==> config.mk <==
export PLATFORM = sky130hd
export DESIGN_NAME = fetch_buffer_flat
export DESIGN_NICKNAME = d
export VERILOG_FILES = /design/src/rtl/fetch_buffer_pkg.sv /design/src/rtl/fetch_buffer_if.sv /design/src/rtl/fetch_buffer_queue.sv /design/src/rtl/fetch_buffer.sv /design/src/flat_wrapper.sv
export SDC_FILE = /design/constraint.sdc
export NUM_CORES = 1
export LEC_CHECK = 0
export BUFFER_PORTS_ARGS = -buffer_cell sky130_fd_sc_hd__clkbuf_2
export CELL_PAD_IN_SITES_DETAIL_PLACEMENT = 1
export CELL_PAD_IN_SITES_GLOBAL_PLACEMENT = 2
export CORE_ASPECT_RATIO = 0.8
export CORE_MARGIN = 2
export CORE_UTILIZATION = 41
export CTS_BUF_LIST = sky130_fd_sc_hd__clkbuf_8
export CTS_CLUSTER_SIZE = 30
export DETAILED_ROUTE_END_ITERATION = 8
export PLACE_DENSITY_LB_ADDON = 0.1
export SLEW_MARGIN = 20
export SYNTH_ARGS = -nofsm -noshare
export SYNTH_HDL_FRONTEND = slang
export SYNTH_HIERARCHICAL = 1
export SYNTH_SLANG_ARGS = --single-unit
==> constraint.sdc <==
create_clock -name clk -period 5.1 [get_ports clk]
set_clock_uncertainty 0.1 [all_clocks]
set_input_delay 0.765 -clock clk [delete_from_list [all_inputs] [get_ports clk]]
set_output_delay 0.765 -clock clk [all_outputs]
set_load 0.02 [all_outputs]
==> src/rtl/fetch_buffer_pkg.sv <==
// Shared constants and types for the instruction prefetch queue.
package fetch_buffer_pkg;

    localparam int          HW_W     = 16;
    localparam logic [31:0] NOP_INST = 32'h0000_0033;
    localparam logic [1:0]  OP_32    = 2'b11;

    // Up to two halfwords written per cycle; d0 lands first in program order.
    typedef struct packed {
        logic [1:0]      n;
        logic [HW_W-1:0] d0;
        logic [HW_W-1:0] d1;
    } push_t;

    function automatic logic is_32(input logic [HW_W-1:0] h);
        return h[1:0] == OP_32;
    endfunction

endpackage

==> src/rtl/fetch_buffer_if.sv <==
// Memory fetch port, redirect input and instruction output of the prefetch queue.
interface fetch_buffer_if;

    logic        mem_req;
    logic [31:0] mem_addr;
    logic        mem_gnt;
    logic        mem_rvalid;
    logic [31:0] mem_rdata;
    logic        redirect;
    logic [31:0] redirect_pc;
    logic        inst_ready;
    logic        inst_valid;
    logic [31:0] inst_out;
    logic [31:0] inst_pc;
    logic        inst_is_16;

    modport master (
        output mem_req, mem_addr, inst_valid, inst_out, inst_pc, inst_is_16,
        input  mem_gnt, mem_rvalid, mem_rdata, redirect, redirect_pc, inst_ready
    );

    modport slave (
        input  mem_req, mem_addr, inst_valid, inst_out, inst_pc, inst_is_16,
        output mem_gnt, mem_rvalid, mem_rdata, redirect, redirect_pc, inst_ready
    );

endinterface

==> src/rtl/fetch_buffer_queue.sv <==
// Circular halfword FIFO: 0/1/2 pushes and 0/1/2 pops per cycle, with clear.
module fetch_queue
    import fetch_buffer_pkg::*;
#(
    parameter int DEPTH = 8
) (
    input  logic                     clk,
    input  logic                     rst,
    input  logic                     clr,
    input  push_t                    push,
    input  logic [1:0]               pop_n,
    output logic [HW_W-1:0]          h0,
    output logic [HW_W-1:0]          h1,
    output logic [$clog2(DEPTH):0]   count
);

    localparam int AW = $clog2(DEPTH);

    logic [HW_W-1:0] mem [DEPTH];
    logic [AW-1:0]   rd_ptr;
    logic [AW-1:0]   wr_ptr;

    assign h0 = mem[rd_ptr];
    assign h1 = mem[rd_ptr + AW'(1)];

    always_ff @(posedge clk) begin
        if (rst || clr) begin
            rd_ptr <= '0;
            wr_ptr <= '0;
            count  <= '0;
        end else begin
            wr_ptr <= wr_ptr + AW'(push.n);
            rd_ptr <= rd_ptr + AW'(pop_n);
            count  <= count + (AW+1)'(push.n) - (AW+1)'(pop_n);
        end
    end

    // Storage needs no reset: nothing is read until count says it was written.
    always_ff @(posedge clk) begin
        if (!(rst || clr)) begin
            if (push.n != 2'd0) mem[wr_ptr] <= push.d0;
            if (push.n == 2'd2) mem[wr_ptr + AW'(1)] <= push.d1;
        end
    end

endmodule

==> src/rtl/fetch_buffer.sv <==
// Instruction prefetch queue: fetches aligned words, hands out whole 16/32-bit
// instructions from the queue head, and flushes on PC redirect.
module fetch_buffer
    import fetch_buffer_pkg::*;
#(
    parameter int          DEPTH    = 8,
    parameter logic [31:0] RESET_PC = 32'h0000_0000,
    parameter logic [31:0] NOP      = NOP_INST
) (
    input  logic          clk,
    input  logic          rst,
    fetch_buffer_if.master bus
);

    localparam int AW = $clog2(DEPTH);

    logic [31:0]     fetch_addr;
    logic [31:0]     head_pc;
    logic            outstanding;
    logic            stale;
    logic            discard_lo;
    logic [HW_W-1:0] h0;
    logic [HW_W-1:0] h1;
    logic [AW:0]     count;
    push_t           push;
    logic [1:0]      pop_n;
    logic            grant;
    logic            accept;
    logic            h0_is_32;
    logic            valid;

    fetch_queue #(.DEPTH(DEPTH)) u_queue (
        .clk   (clk),
        .rst   (rst),
        .clr   (bus.redirect),
        .push  (push),
        .pop_n (pop_n),
        .h0    (h0),
        .h1    (h1),
        .count (count)
    );

    // Two free slots reserved at request time, so the response always fits.
    assign bus.mem_req  = !rst && !outstanding && !bus.redirect &&
                          ((AW+1)'(DEPTH) - count >= (AW+1)'(2));
    assign bus.mem_addr = fetch_addr;
    assign grant        = bus.mem_req && bus.mem_gnt;
    assign accept       = bus.mem_rvalid && outstanding && !stale && !bus.redirect;

    always_comb begin
        push = '0;
        if (accept) begin
            if (discard_lo) begin
                push.n  = 2'd1;
                push.d0 = bus.mem_rdata[31:16];
            end else begin
                push.n  = 2'd2;
                push.d0 = bus.mem_rdata[15:0];
                push.d1 = bus.mem_rdata[31:16];
            end
        end
    end

    assign h0_is_32       = is_32(h0);
    assign valid          = !rst && (count != '0) && (!h0_is_32 || count >= (AW+1)'(2));
    assign bus.inst_valid = valid;
    assign bus.inst_out   = !valid ? NOP : (h0_is_32 ? {h1, h0} : {16'h0, h0});
    assign bus.inst_is_16 = valid && !h0_is_32;
    assign bus.inst_pc    = head_pc;
    assign pop_n          = (valid && bus.inst_ready && !bus.redirect) ?
                            (h0_is_32 ? 2'd2 : 2'd1) : 2'd0;

    always_ff @(posedge clk) begin
        if (rst) begin
            fetch_addr  <= {RESET_PC[31:2], 2'b00};
            head_pc     <= RESET_PC;
            outstanding <= 1'b0;
            stale       <= 1'b0;
            discard_lo  <= RESET_PC[1];
        end else begin
            if (bus.mem_rvalid) begin
                outstanding <= 1'b0;
                stale       <= 1'b0;
            end
            if (grant) outstanding <= 1'b1;
            if (bus.redirect) begin
                head_pc    <= {bus.redirect_pc[31:1], 1'b0};
                fetch_addr <= {bus.redirect_pc[31:2], 2'b00};
                discard_lo <= bus.redirect_pc[1];
                // A response still to come belongs to the old path.
                if (outstanding && !bus.mem_rvalid) stale <= 1'b1;
            end else begin
                if (grant)  fetch_addr <= fetch_addr + 32'd4;
                if (accept) discard_lo <= 1'b0;
                head_pc <= head_pc + 32'({pop_n, 1'b0});
            end
        end
    end

endmodule

==> src/flat_wrapper.sv <==
// flat-port wrapper written by rule: the top's interface ports become plain ports
module fetch_buffer_flat import fetch_buffer_pkg::*;
#(
    parameter int          DEPTH    = 8,
    parameter logic [31:0] RESET_PC = 32'h0000_0000,
    parameter logic [31:0] NOP      = NOP_INST
)
  (clk, rst, bus_mem_req, bus_mem_addr, bus_inst_valid, bus_inst_out, bus_inst_pc, bus_inst_is_16, bus_mem_gnt, bus_mem_rvalid, bus_mem_rdata, bus_redirect, bus_redirect_pc, bus_inst_ready);
  fetch_buffer_if bus_i ();
  input  logic clk;
  input  logic rst;
  output wire logic [$bits(bus_i.mem_req)-1:0] bus_mem_req;
  output wire logic [$bits(bus_i.mem_addr)-1:0] bus_mem_addr;
  output wire logic [$bits(bus_i.inst_valid)-1:0] bus_inst_valid;
  output wire logic [$bits(bus_i.inst_out)-1:0] bus_inst_out;
  output wire logic [$bits(bus_i.inst_pc)-1:0] bus_inst_pc;
  output wire logic [$bits(bus_i.inst_is_16)-1:0] bus_inst_is_16;
  input wire logic [$bits(bus_i.mem_gnt)-1:0] bus_mem_gnt;
  input wire logic [$bits(bus_i.mem_rvalid)-1:0] bus_mem_rvalid;
  input wire logic [$bits(bus_i.mem_rdata)-1:0] bus_mem_rdata;
  input wire logic [$bits(bus_i.redirect)-1:0] bus_redirect;
  input wire logic [$bits(bus_i.redirect_pc)-1:0] bus_redirect_pc;
  input wire logic [$bits(bus_i.inst_ready)-1:0] bus_inst_ready;
  assign bus_mem_req = bus_i.mem_req;
  assign bus_mem_addr = bus_i.mem_addr;
  assign bus_inst_valid = bus_i.inst_valid;
  assign bus_inst_out = bus_i.inst_out;
  assign bus_inst_pc = bus_i.inst_pc;
  assign bus_inst_is_16 = bus_i.inst_is_16;
  assign bus_i.mem_gnt = bus_mem_gnt;
  assign bus_i.mem_rvalid = bus_mem_rvalid;
  assign bus_i.mem_rdata = bus_mem_rdata;
  assign bus_i.redirect = bus_redirect;
  assign bus_i.redirect_pc = bus_redirect_pc;
  assign bus_i.inst_ready = bus_inst_ready;
  fetch_buffer #(.DEPTH(DEPTH), .RESET_PC(RESET_PC), .NOP(NOP)) u_core (.clk(clk), .rst(rst), .bus(bus_i));
endmodule
==> flow_summary.toml <==
[logic_synthesis]
ys_seq_area_frac = 0.430
yosysWarningCount = 6
synth_top_area_cell = "edfxtp_1"
synth_cell_types = 80
synth-async-reset-ratio = 0
synth_seq_cells = 202
synth_area_leaders = "edfxtp_1 (31%), mux2_2 (15%), dfxtp_1 (12%)"
avgSynthCellArea_um2 = 12.6
syn_inst = 983
yosysMostFrequentCell = "mux2_2"
synth_flop_cell = "edfxtp_1"
synth_area_um2 = 12400
synth_top_area_frac = 0.311
yosys-top-cells-count = "mux2_2 (163), edfxtp_1 (128), dfxtp_1 (74)"
synth_edf_count = 128

[setup_path]
reg2reg_depth = 13
regToRegEndpoint = "u_core/bus.inst_pc[27]"
worstPathRequired_ns = 4.24
crit_path_start = "u_core/u_queue/rd_ptr[0]"
crit_fanout = 47
endpoint = "bus_inst_out[23]"
r2r_start = "u_core/u_queue/rd_ptr[1]"
cp-start-kind = "flop"
crit_path_end_kind = "primary output"
rrSetupSlack_ns = 0.96
critPathArrivalTime_ns = 3.69
worstSetupPathType = "reg2out"

[grt]
grt_pass1_wl_mm = 59.9
gr-total-overflow = 0
grtUsageTotal = 0.252
antenna_found_initial = 0
grt_start_max_net_pins = 71
grt_pass1_vias = 9499

[routing]
ant_nets = 0
vias = 9203
drc_errors = 0
routed_wl_mm = 39.7
via_per_inst = 5.78
wire_per_inst_um = 24.9
drtIter0Drc = 721
dr.pass1.iters = 5

[finish]
final_cells = 1592
post_route_cells_drive_above_1_share = 0.437
syn2layout_area_growth_pct = 16.1
fillers = 3131
nets = 1246
final_util = 0.487

[timing]
finalHoldViolations = 0
rsz0062_at_grt = "no"
tightest_slew_ns = 0.791
timing.hold.ws_ns = 0.325
tns_ns = 0
slew_violations = 0
finalSetupViolations = 0
fmax_mhz = 219
slew_headroom = 0.473
fin_crit_ns = 4.56
period_share = 0.894

[floorplanning]
die_x_um = 198
io_pins = 169
core_um2 = 29500
die_h_um = 159
initial_core_util = 0.419
fp-row-count = 56
dieArea_um2 = 31600

[placed_design]
placed_cells = 1524
hpwl_mm = 26.8
portBuffers = 164
gp_congestion = 0.804

[job]
max-cap-violations = 0

[run_status]
status = "finished, final reports clean"

[cts]
clk_latency_ns = 0.54
clock_tree.root_cell = "clkbuf_8"
cts-resized-gates = 0
cts_tree = "built"
cts_hold_buf = 0
htree_levels = 2
clk_path_buf_depth = 3
cts.sinks = 202
path_clk_slew_ns = 0.06
cts_buffers = 38
postCtsSetupBuffers = 0

[power]
power_density_nw_per_um2 = 250
ir_drop_uv = 192
total_power_mw = 3.59
p_leak_nw = 5.25

[min_path]
hold_class = "in2reg"
-- cell usage in the layout, fill, tap and decap left out, types with 11 or more instances in the layout --
master,instances
clkbuf_8,39
nor4_1,11
nor3_1,17
a22o_1,16
a211oi_1,12
nor2_1,37
o21a_1,17
inv_1,34
and2_1,54
mux4_2,64
o31a_1,14
ha_1,12
dfxtp_1,73
nand2_1,48
edfxtp_1,128
clkbuf_2,164
a21boi_0,12
nand3_1,20
xnor2_1,29
buf_4,32
mux2_2,163
-- logic make-up (layout without fill, tap and decap cells) --
family,Yosys count,in the layout,synth area share
flops,202,202,0.430
simple gates,252,252,0.122
xor+xnor,39,39,0.0288
compound gates,147,147,0.0934
fa+ha+maj,18,18,0.0212
buf+inv,89,288,0.0322
other cells,1,5,0.000303
mux,235,235,0.271
-- power by group --
part	switching, mW	total (mW)	internal, mW
registers	0.0493	1.81	1.76
logic	0.219	0.352	0.134
clock network	0.718	1.43	0.713
total	0.986	3.59	2.61
-- state kept, by name (all words and copies together), names as in the netlist --
| signal | flops |
|---|---|
| u_core/stale | 1 |
| u_core/u_queue/count | 4 |
| u_core/bus.inst_pc | 31 |
| u_core/u_queue/wr_ptr | 3 |
| u_core/u_queue/rd_ptr | 3 |
| u_core/discard_lo | 1 |
| u_core/bus.mem_addr | 30 |
| u_core/u_queue/mem | 128 |
| u_core/outstanding | 1 |
-- layout make-up --
class,instances,area (um^2),share of cell area
repair buffers,196,1060,0.0739
inverters,26,97.6,0.00679
well taps,406,508,0.0354
clock buffers,39,537,0.0374
multi-input cells,694,6710,0.467
flip-flops and latches,202,5330,0.371
diodes,2,5.00,0.000348
clock inverters,27,120,0.00836
-- routing by layer --
layer  vias to the layer above  track usage  share of wire
met5                         -            0              0
met4                         0       0.0530          0.015
met3                        49       0.0415          0.050
met2                       230        0.378           0.44
met1                      4746        0.382           0.49
li1                       4178            -              -
-- metrics by stage --
| stage | instance area [um^2] | worst slack (ns) |
|---|---|---|
| after global placement | 13700 | 1.09 |
| after global routing | 14400 | 0.344 |
| final | 14400 | 0.542 |
| after detailed placement | 13700 | 0.966 |
| after floorplan | 12400 | 0.912 |
| after CTS | 14400 | 0.476 |
-- worst max-delay path: stages, from the launching register on --
cell and delay [ns]:
dfxtp_4 0.55, buf_4 0.69, ha_2 0.32, buf_4 0.40, mux4_2 0.58, mux2_2 0.27, and2_1 0.15, clkbuf_2 0.15
-- how the worst min path moves through the flow --
| stage | startpoint | end | slack, ns | cells after the start |
|---|---|---|---|---|
| after floorplan | u_core/outstanding | u_core/outstanding | 0.35 | 2 |
| after global placement | u_core/outstanding | u_core/outstanding | 0.37 | 2 |
| after detailed placement | u_core/outstanding | u_core/outstanding | 0.38 | 2 |
| after CTS | bus_mem_rvalid | u_core/stale | 0.29 | 2 |
| after global routing | bus_mem_rvalid | u_core/stale | 0.33 | 2 |
| final | bus_mem_rvalid | u_core/stale | 0.33 | 2 |
Power figures use the tool's default switching activity.
